==> config.mk <==
export PLATFORM = sky130hd
export DESIGN_NAME = cv32e40x_xif_offload_tracker
export DESIGN_NICKNAME = d
export VERILOG_FILES = /design/src/rtl/cv32e40x_xif_offload_tracker.sv
export SDC_FILE = /design/constraint.sdc
export NUM_CORES = 1
export LEC_CHECK = 0
export ABC_AREA = 1
export CAP_MARGIN = 10
export CORE_AREA = 2 2 96 98
export CTS_CLUSTER_SIZE = 20
export DETAILED_ROUTE_END_ITERATION = 16
export DIE_AREA = 0 0 98 100
export MAX_ROUTING_LAYER = met4
export PLACE_DENSITY_LB_ADDON = 0.08
export SLEW_MARGIN = 20
export SYNTH_ARGS = -nofsm -noshare
export SYNTH_HDL_FRONTEND = slang
export SYNTH_SLANG_ARGS = --single-unit
==> constraint.sdc <==
create_clock -name clk -period 2.75 [get_ports clk]
set_input_delay 0.55 -clock clk [delete_from_list [all_inputs] [get_ports clk]]
set_output_delay 0.55 -clock clk [all_outputs]
set_load 0.03 [all_outputs]
==> src/rtl/cv32e40x_xif_offload_tracker.sv <==
// cv32e40x_xif_offload_tracker: in-order scoreboard of offloaded X-interface instructions
// from issue through commit/kill to result retirement, with a pending-writeback GPR map.
module cv32e40x_xif_offload_tracker #(
  parameter int X_ID_WIDTH = 4,
  parameter int DEPTH      = 4
) (
  input  logic                          clk,
  input  logic                          rst_n,
  input  logic                          issue_valid_i,
  input  logic                          issue_ready_i,
  input  logic                          issue_accept_i,
  input  logic                          issue_writeback_i,
  input  logic [X_ID_WIDTH-1:0]         issue_id_i,
  input  logic [4:0]                    issue_rd_i,
  input  logic                          commit_valid_i,
  input  logic [X_ID_WIDTH-1:0]         commit_id_i,
  input  logic                          commit_kill_i,
  input  logic                          result_valid_i,
  input  logic [X_ID_WIDTH-1:0]         result_id_i,
  output logic                          result_ready_o,
  output logic                          full_o,
  output logic                          empty_o,
  output logic [$clog2(DEPTH+1)-1:0]    outstanding_o,
  output logic [31:0]                   rd_busy_o,
  output logic                          protocol_err_o
);
  localparam int PW = $clog2(DEPTH);
  localparam int CW = $clog2(DEPTH+1);
  typedef enum logic [1:0] {ST_FREE, ST_ISSUED, ST_COMMITTED, ST_KILLED} st_e;
  st_e                   r_st [DEPTH];
  logic [X_ID_WIDTH-1:0] r_id [DEPTH];
  logic [4:0]            r_rd [DEPTH];
  logic                  r_wb [DEPTH];
  logic [PW-1:0]         r_head, r_tail;
  logic [CW-1:0]         r_cnt;
  logic                  r_err;
  logic                  w_cfound, w_alloc_req, w_alloc, w_cmt, w_res_ret, w_retire, w_viol;
  logic [PW-1:0]         w_cidx;
  logic [31:0]           w_busy;
  // Entries outside the head..tail window are FREE, so the first ISSUED hit from head is the oldest.
  always_comb begin
    w_cfound = 1'b0;
    w_cidx   = r_head;
    for (int k = 0; k < DEPTH; k++) begin
      if (!w_cfound && r_st[r_head + PW'(k)] == ST_ISSUED) begin
        w_cfound = 1'b1;
        w_cidx   = r_head + PW'(k);
      end
    end
  end
  always_comb begin
    w_busy = '0;
    for (int k = 0; k < DEPTH; k++)
      if (r_wb[k] && (r_st[k] == ST_ISSUED || r_st[k] == ST_COMMITTED)) w_busy[r_rd[k]] = 1'b1;
    w_busy[0] = 1'b0;
  end
  assign w_alloc_req    = issue_valid_i & issue_ready_i & issue_accept_i;
  assign w_alloc        = w_alloc_req & ~full_o;
  assign w_cmt          = commit_valid_i & w_cfound & (r_id[w_cidx] == commit_id_i);
  assign result_ready_o = r_st[r_head] == ST_COMMITTED;
  assign w_res_ret      = result_valid_i & result_ready_o & (result_id_i == r_id[r_head]);
  assign w_retire       = (r_st[r_head] == ST_KILLED) | w_res_ret;
  // Any result that does not retire is either unready or mismatched; both are violations.
  assign w_viol         = (w_alloc_req & full_o) | (commit_valid_i & ~w_cmt) | (result_valid_i & ~w_res_ret);
  assign full_o         = r_cnt == CW'(DEPTH);
  assign empty_o        = r_cnt == '0;
  assign outstanding_o  = r_cnt;
  assign rd_busy_o      = w_busy;
  assign protocol_err_o = r_err;
  always_ff @(posedge clk) begin
    if (!rst_n) begin
      for (int k = 0; k < DEPTH; k++) r_st[k] <= ST_FREE;
      r_head <= '0;
      r_tail <= '0;
      r_cnt  <= '0;
      r_err  <= 1'b0;
    end else begin
      r_err <= w_viol;
      r_cnt <= r_cnt + CW'(w_alloc) - CW'(w_retire);
      if (w_alloc) begin
        r_st[r_tail] <= ST_ISSUED;
        r_id[r_tail] <= issue_id_i;
        r_rd[r_tail] <= issue_rd_i;
        r_wb[r_tail] <= issue_writeback_i;
        r_tail       <= r_tail + 1'b1;
      end
      if (w_cmt) r_st[w_cidx] <= commit_kill_i ? ST_KILLED : ST_COMMITTED;
      if (w_retire) begin
        r_st[r_head] <= ST_FREE;
        r_head       <= r_head + 1'b1;
      end
    end
  end
endmodule
==> impl_metrics.tcl, run 1 <==
set metrics [dict create \
    reg2reg_slack_ns -0.14 \
    layout_setup_ws_ns -0.1355 \
    cpMaxStageDelayCell "or4_4" \
    synth_compound_area_share_pct 13.48 \
    met3_length_mm 1.170 \
    drv_slew 0 \
    core_um2 8890 \
    tns_ns -0.2632 \
    grt_pass1_wl_mm 21.40 \
    holdPathEnd "r_st[3][1]" \
    synth-main-ff-cell "edfxtp_1" \
    outcome "complete, but fails checks" \
    drt_wl_total_mm 14.23 \
    via_per_inst 5.559 \
    multi_input_area_um2 2560 \
    netlist_area_um2 4214 \
    grt_pass1_vias 4160 \
    track_usage_pct 28.54 \
    cts_num_sinks 58 \
    syn-num-nets 598 \
    syn_area_per_cell_um2 7.512 \
    grt_max_degree 14 \
    fin_crit_ns 2.886 \
    gp_congestion 1.007 \
    start_util_pct 47.40 \
    vias 4525 \
    nets 735 \
    yosysUniqueCellTypes 47 \
    layout.area.seq_um2 1574 \
    ys_seq_elements 58 \
    dpl_worst_slack_ns -0.3169 \
    place_area_um2 5275 \
    die-area_um2 9800 \
    fin_worst_skew_ns 0.009991 \
    hpwl_mm 10.37 \
    final_cell_mix "127 x nand2_1, 76 x inv_1, 70 x buf_4" \
    hp-class "register to register" \
    p_leak_nw 2.555 \
    worstPathArrival_ns 3.11 \
    post-route-period-util_pct 104.9 \
    cts_htree_levels 3 \
    clk_latency_ns 0.33 \
    ir_drop_mv 0.2309 \
    path_class "register to register" \
    ys_seq_area_share_pct 37.05 \
    hold_ws_ns 0.5346 \
    wl_per_cell_um 17.48 \
    yosysWarnings 0 \
    synthArstFlopShare_pct 0 \
    rsz0062_at_grt "true" \
    yosys.area_share.simple_pct 35.24 \
    nFillCells 769 \
    wl_met1_mm 6.017 \
    min_from "r_st[3][1]" \
    drt_iter0_markers 380 \
    r2r-end "outstanding_o[1]" \
    end_kind "register" \
    port_buffers 63 \
    wl_met2_mm 6.794 \
    fmax_mhz 346.6 \
    r2r_cells 13 \
    violations "setup timing" \
    max_slew_margin_pct 63.29 \
    worstSetupStartpointType "register" \
    n_antenna_cell 0 \
    fin_area_um2 5861 \
    required_ns 2.97 \
    layout_commonest_cell "nand2_1" \
    maxCapViolations 0 \
    holdBufCountCts 0 \
    route.detailed.drc 0 \
    synth_top_family_by_area "simple AND/OR/NAND/NOR gates" \
    worst_path_largest_cell_delay_ns 0.59 \
    setup_viol 2 \
    antenna_found_initial 0 \
    drtAntennaViolNets 0 \
    die_h_um 100 \
    synth_cells 561 \
    rows 35 \
    critPathBufInv 3 \
    highest_layer "met4" \
    cts-root-buf "clkbuf_8" \
    yosys.area_share.adder_pct 3.444 \
    hold_viol_final 0 \
    syn2layout_area_growth_pct 39.07 \
    clk_pin_slew_ns 0.07 \
    cts_inserted_buffers 9 \
    whs_path_depth 2 \
    cpLargestDelayFamily "simple AND/OR/NAND/NOR gates" \
    drt_first_pass_iters 5 \
    worst_pin_slew_ns 0.5464 \
    clock_path_buffers 2 \
    synth_mux_area_share_pct 0 \
    fin_util_pct 65.93 \
    synth_xor_area_share_pct 1.455 \
    cts_tree "built" \
    grt_remaining_overflow 0 \
    ios 65 \
    cp_cell_sequence "buf_6 > nor2_4 > o22ai_2 > xnor2_1 > nand3_2 > or4_4 > nand2_4 > ha_4 > inv_2 > ha_4 > inv_2 > fa_2 > nor2_1" \
    die-width_um 98 \
    p_per_area_nw_per_um2 331.4 \
    synth_edf_count 40 \
    drive_gt1_share_pct 29.02 \
    path_max_fanout 6 \
]
==> through the flow <==
| stage | power [W] | cells |
|---|---|---|
| 6_report | 0.001942 | 814 |
| 3_5_place_dp | 0.001218 | 779 |
| 3_3_place_gp | 0.001213 | 779 |
| 2_1_floorplan | 0.001114 | 561 |
| 5_1_grt | 0.002020 | 814 |
| 4_1_cts | 0.001910 | 796 |
==> flip-flops by register name, indices dropped and copies added, names as in the netlist, named ones only <==
| signal | cells |
|---|---|
| r_head | 2 |
| r_st | 8 |
| outstanding_o | 3 |
| r_wb | 4 |
| protocol_err_o | 1 |
| r_tail | 2 |
| r_id | 16 |
| r_rd | 20 |
==> worst max-delay path by stage <==
stage / startpoint / end / slack (ns) / depth (start not counted)
2_1_floorplan: register / outstanding_o[2] / 0.02 / 15
3_3_place_gp: result_id_i[0] / outstanding_o[2] / -0.30 / 11
3_5_place_dp: result_id_i[0] / outstanding_o[2] / -0.32 / 11
4_1_cts: r_st[3][0] / rd_busy_o[5] / 0.004 / 9
5_1_grt: register / outstanding_o[2] / -0.20 / 14
6_report: register / outstanding_o[1] / -0.14 / 13
==> routing by layer <==
layer / up-vias / GRT usage, %
met5: - / -
met4: 0 / 8.654
met3: 30 / 4.944
met2: 217 / 45.57
met1: 2097 / 37.47
li1: 2181 / -
==> area by class of cell <==
cell class | count | area share, %
timing repair inverter | 1 | 0.1067
timing repair buffer | 129 | 18.34
tap | 111 | 2.370
multi-input combinational | 413 | 43.68
sequential | 58 | 26.86
inverter | 86 | 5.743
clock inverter | 5 | 0.4910
clock buffer | 11 | 2.412
==> where the power goes <==
group          internal, W  switching, W  total, W
registers         0.000942     0.0000131  0.000955
clock network     0.000347      0.000348  0.000696
logic             0.000126      0.000165  0.000291
==> Yosys cell counts, types with 4 or more instances <==
cell type	count	share of area, %
nand4_2	4	1.2
a22oi_1	25	4.5
o22ai_1	5	0.74
o21ai_0	12	1.4
xor2_1	6	1.2
nor3_1	17	2.0
nand2_4	5	1.3
edfxtp_1	40	29
a21oi_1	8	0.95
a32oi_1	6	1.2
nand3_2	7	1.7
o211ai_1	7	1.2
nand2_2	9	1.3
dfxtp_1	18	8.6
nor2_1	64	5.7
nand4_1	13	1.9
nand2_1	136	12
o21ai_1	9	1.1
ha_1	10	3.0
nand3_1	44	5.2
inv_2	4	0.36
inv_1	80	7.1
==> cells by family (layout without fill, tap and decap cells) <==
group,Yosys count,count (layout)
xor+xnor,7,7
other cells,1,1
compound gates,83,83
flops,58,58
fa+ha+maj,11,11
buf+inv,92,232
simple gates,309,311
==> what timing repair did <==
item,4_1_cts,5_1_grt
resized for setup,39,97
gates cloned,0,3
endpoints found under the setup margin,30,39
pin swaps,1,21
buffers inserted,1,15
==> worst min-delay path: cells and delay by family, from the launching register on <==
kind	cells	cell delay (ns)
DFF	1	0.36
and+or+nand+nor	1	0.08
AOI/OAI and AO/OA	1	0.06
Note: power is estimated with default switching activity, not from simulation.
==> run 2, diff against run 1 <==
--- a/config.mk
+++ b/config.mk
@@ -6,11 +6,13 @@
 export NUM_CORES = 1
 export LEC_CHECK = 0
 export ABC_AREA = 1
+export ABC_CLOCK_PERIOD_IN_PS = 2750
 export CAP_MARGIN = 10
 export CORE_AREA = 2 2 96 98
 export CTS_CLUSTER_SIZE = 20
 export DETAILED_ROUTE_END_ITERATION = 16
 export DIE_AREA = 0 0 98 100
+export GPL_TIMING_DRIVEN = 0
 export MAX_ROUTING_LAYER = met4
 export PLACE_DENSITY_LB_ADDON = 0.08
 export SLEW_MARGIN = 20
==> run 2 against run 1 <==
The run still ends with setup timing left; register-to-register slack better by 0.15 ns; die area stayed put; design area is 4.4% lower; critical path type is now register to output port; critical path depth is 3 lower; sequential power hardly changed; cell count is 5.2% lower.
==> impl_metrics.tcl, run 2 (synthesis gave the netlist of run 1 again) <==
set metrics [dict create \
    outcome "complete, but fails checks" \
    violations "setup timing" \
    die-width_um 98 \
    port_buffers 63 \
    wl_per_cell_um 17.26 \
    end_kind "output port" \
    drt_first_pass_iters 5 \
    fin_crit_ns 2.769 \
    worstPathArrival_ns 2.22 \
    hp-class "register to register" \
    cts-root-buf "clkbuf_8" \
    clk_latency_ns 0.34 \
    n_antenna_cell 0 \
    final_cell_mix "124 x nand2_1, 74 x inv_1, 53 x nor2_1" \
    cts_num_sinks 58 \
    layout_commonest_cell "nand2_1" \
    cts_tree "built" \
    core_um2 8890 \
    rsz0062_at_grt "true" \
    required_ns 2.20 \
    route.detailed.drc 0 \
    grt_pass1_wl_mm 20.52 \
    worstSetupStartpointType "register" \
    p_comb_share_pct 13.1 \
    p_clk_share_pct 41.0 \
    setup.worst_path.start "r_st[2][1]" \
    die_h_um 100 \
    path_max_fanout 9 \
    reg_top3 "r_rd: 20 flops, r_id: 16 flops, r_st: 8 flops" \
    path_class "register to output port" \
    drive_gt1_share_pct 25.42 \
    nets 693 \
    p_per_area_nw_per_um2 370.2 \
    worst_pin_slew_ns 1.073 \
    setup_viol 1 \
    dpl_worst_slack_ns -0.5489 \
    track_usage_pct 27.35 \
    power.total_w 0.002074 \
    final_cells 772 \
    start_util_pct 47.40 \
    ios 65 \
    place_area_um2 4994 \
    grt_pass1_vias 4129 \
    rows 35 \
    maxCapViolations 0 \
    fmax_mhz 361.1 \
    drt_iter0_markers 334 \
    clock_path_buffers 2 \
    drt_wl_total_mm 13.32 \
    gp_congestion 0.9761 \
    syn2layout_area_growth_pct 32.96 \
    drv_slew 0 \
    cts_htree_levels 3 \
    tns_ns -0.01902 \
    via_per_inst 5.731 \
    hold_viol_final 0 \
    fin_worst_skew_ns 0.007146 \
    ir_drop_mv 0.2809 \
    hpwl_mm 9.411 \
    top_register "r_rd" \
    holdBufCountCts 0 \
    vias 4424 \
    dp.cells 735 \
    internal_power_w 0.001555 \
    sequentialPowerShare_pct 46.0 \
    grt_max_degree 11 \
    p_switching_w 0.0005193 \
    min_from "r_st[3][1]" \
    fin_area_um2 5603 \
    clk_pin_slew_ns 0.07 \
    cts_inserted_buffers 9 \
    drtAntennaViolNets 0 \
    p_leak_nw 2.418 \
    antenna_found_initial 0 \
    post-route-period-util_pct 100.7 \
    grt_remaining_overflow 0 \
    swShare_pct 25.03 \
    largest_register_ffs 20 \
    timing.rr.start "r_head[0]" \
    max_slew_margin_pct 28.19 \
    die-area_um2 9800 \
    layout_setup_ws_ns -0.01902 \
]
[run 2: cell types whose count changed in the layout (fill, tap and decap cells not counted), sizes merged, moves of 2 or more]
cell,change
buf,-48
clkbuf,+5
dlygate4sd2,+3
bufinv,+2
inv,-2
[run 2: worst paths after layout]
kind                         to  slack (ns)  depth (start not counted)
hold / removal       r_st[3][1]        0.52                          2
setup / recovery  rd_busy_o[18]       -0.02                         10
hold reg to reg      r_st[3][1]        0.52                          2
setup reg to reg     r_st[3][0]        0.01                         19
[run 2: critical path, stage by stage (launching register included)]
cell             delay [ns]
dfxtp_1                0.33
inv_1                  0.10
nand2_1                0.11
nand2_1                0.10
nand2_1                0.07
clkinv_2               0.12
nand2_1                0.11
nor2_1                 0.31
a22oi_1                0.16
o211ai_1               0.14
clkdlybuf4s15_2        0.33
[run 2: through the flow]
stage,util (%),hold slack (ns)
finish,63.03,0.5178
global route,63.03,0.5226
CTS,61.59,0.5494
detailed placement,56.17,0.5394
global placement,56.17,0.5270
floorplan,-,0.4916
[run 2: cell type report]
cell class	instances	area, um^2
fillers	778	3287
multi-input cells	411	2567
flip-flops and latches	58	1575
repair buffers	84	711.9
inverters	86	336.6
well taps	111	138.9
clock buffers	10	127.6
clock inverters	6	81.33
plain buffers	6	63.81
[run 2: power groups by stage]
stage | Sequential, W | Combinational, W | Clock (W)
finish | 0.000953 | 0.000271 | 0.000850
CTS | 0.000955 | 0.000248 | 0.000858
global placement | 0.000972 | 0.000231 | 0
floorplan | 0.000976 | 0.000138 | 0
detailed placement | 0.000973 | 0.000236 | 0
global route | 0.000954 | 0.000293 | 0.000902
[run 2: what timing repair did]
item | in CTS | in global routing
resized for setup | 91 | 86
pin swaps | 13 | 22
cloned | 1 | 0
buffers inserted | 13 | 7
hold endpoints to repair | 0 | 0
endpoints found under the setup margin | 42 | 41
[run 2: per-layer routing]
layer	GRT usage, %	part of all wire [%]	vias up
li1	-	-	2103
met5	-	0	-
met2	43.99	47	224
met1	34.87	42	2052
met3	5.153	8.2	45
met4	9.509	2.5	0
==> run 3, diff against run 2 <==
--- a/config.mk
+++ b/config.mk
@@ -12,7 +12,6 @@
 export CTS_CLUSTER_SIZE = 20
 export DETAILED_ROUTE_END_ITERATION = 16
 export DIE_AREA = 0 0 98 100
-export GPL_TIMING_DRIVEN = 0
 export MAX_ROUTING_LAYER = met4
 export PLACE_DENSITY_LB_ADDON = 0.08
 export SLEW_MARGIN = 20
==> results of run 3 <==
The final DEF is identical to that of run 1; final timing and power are the same.
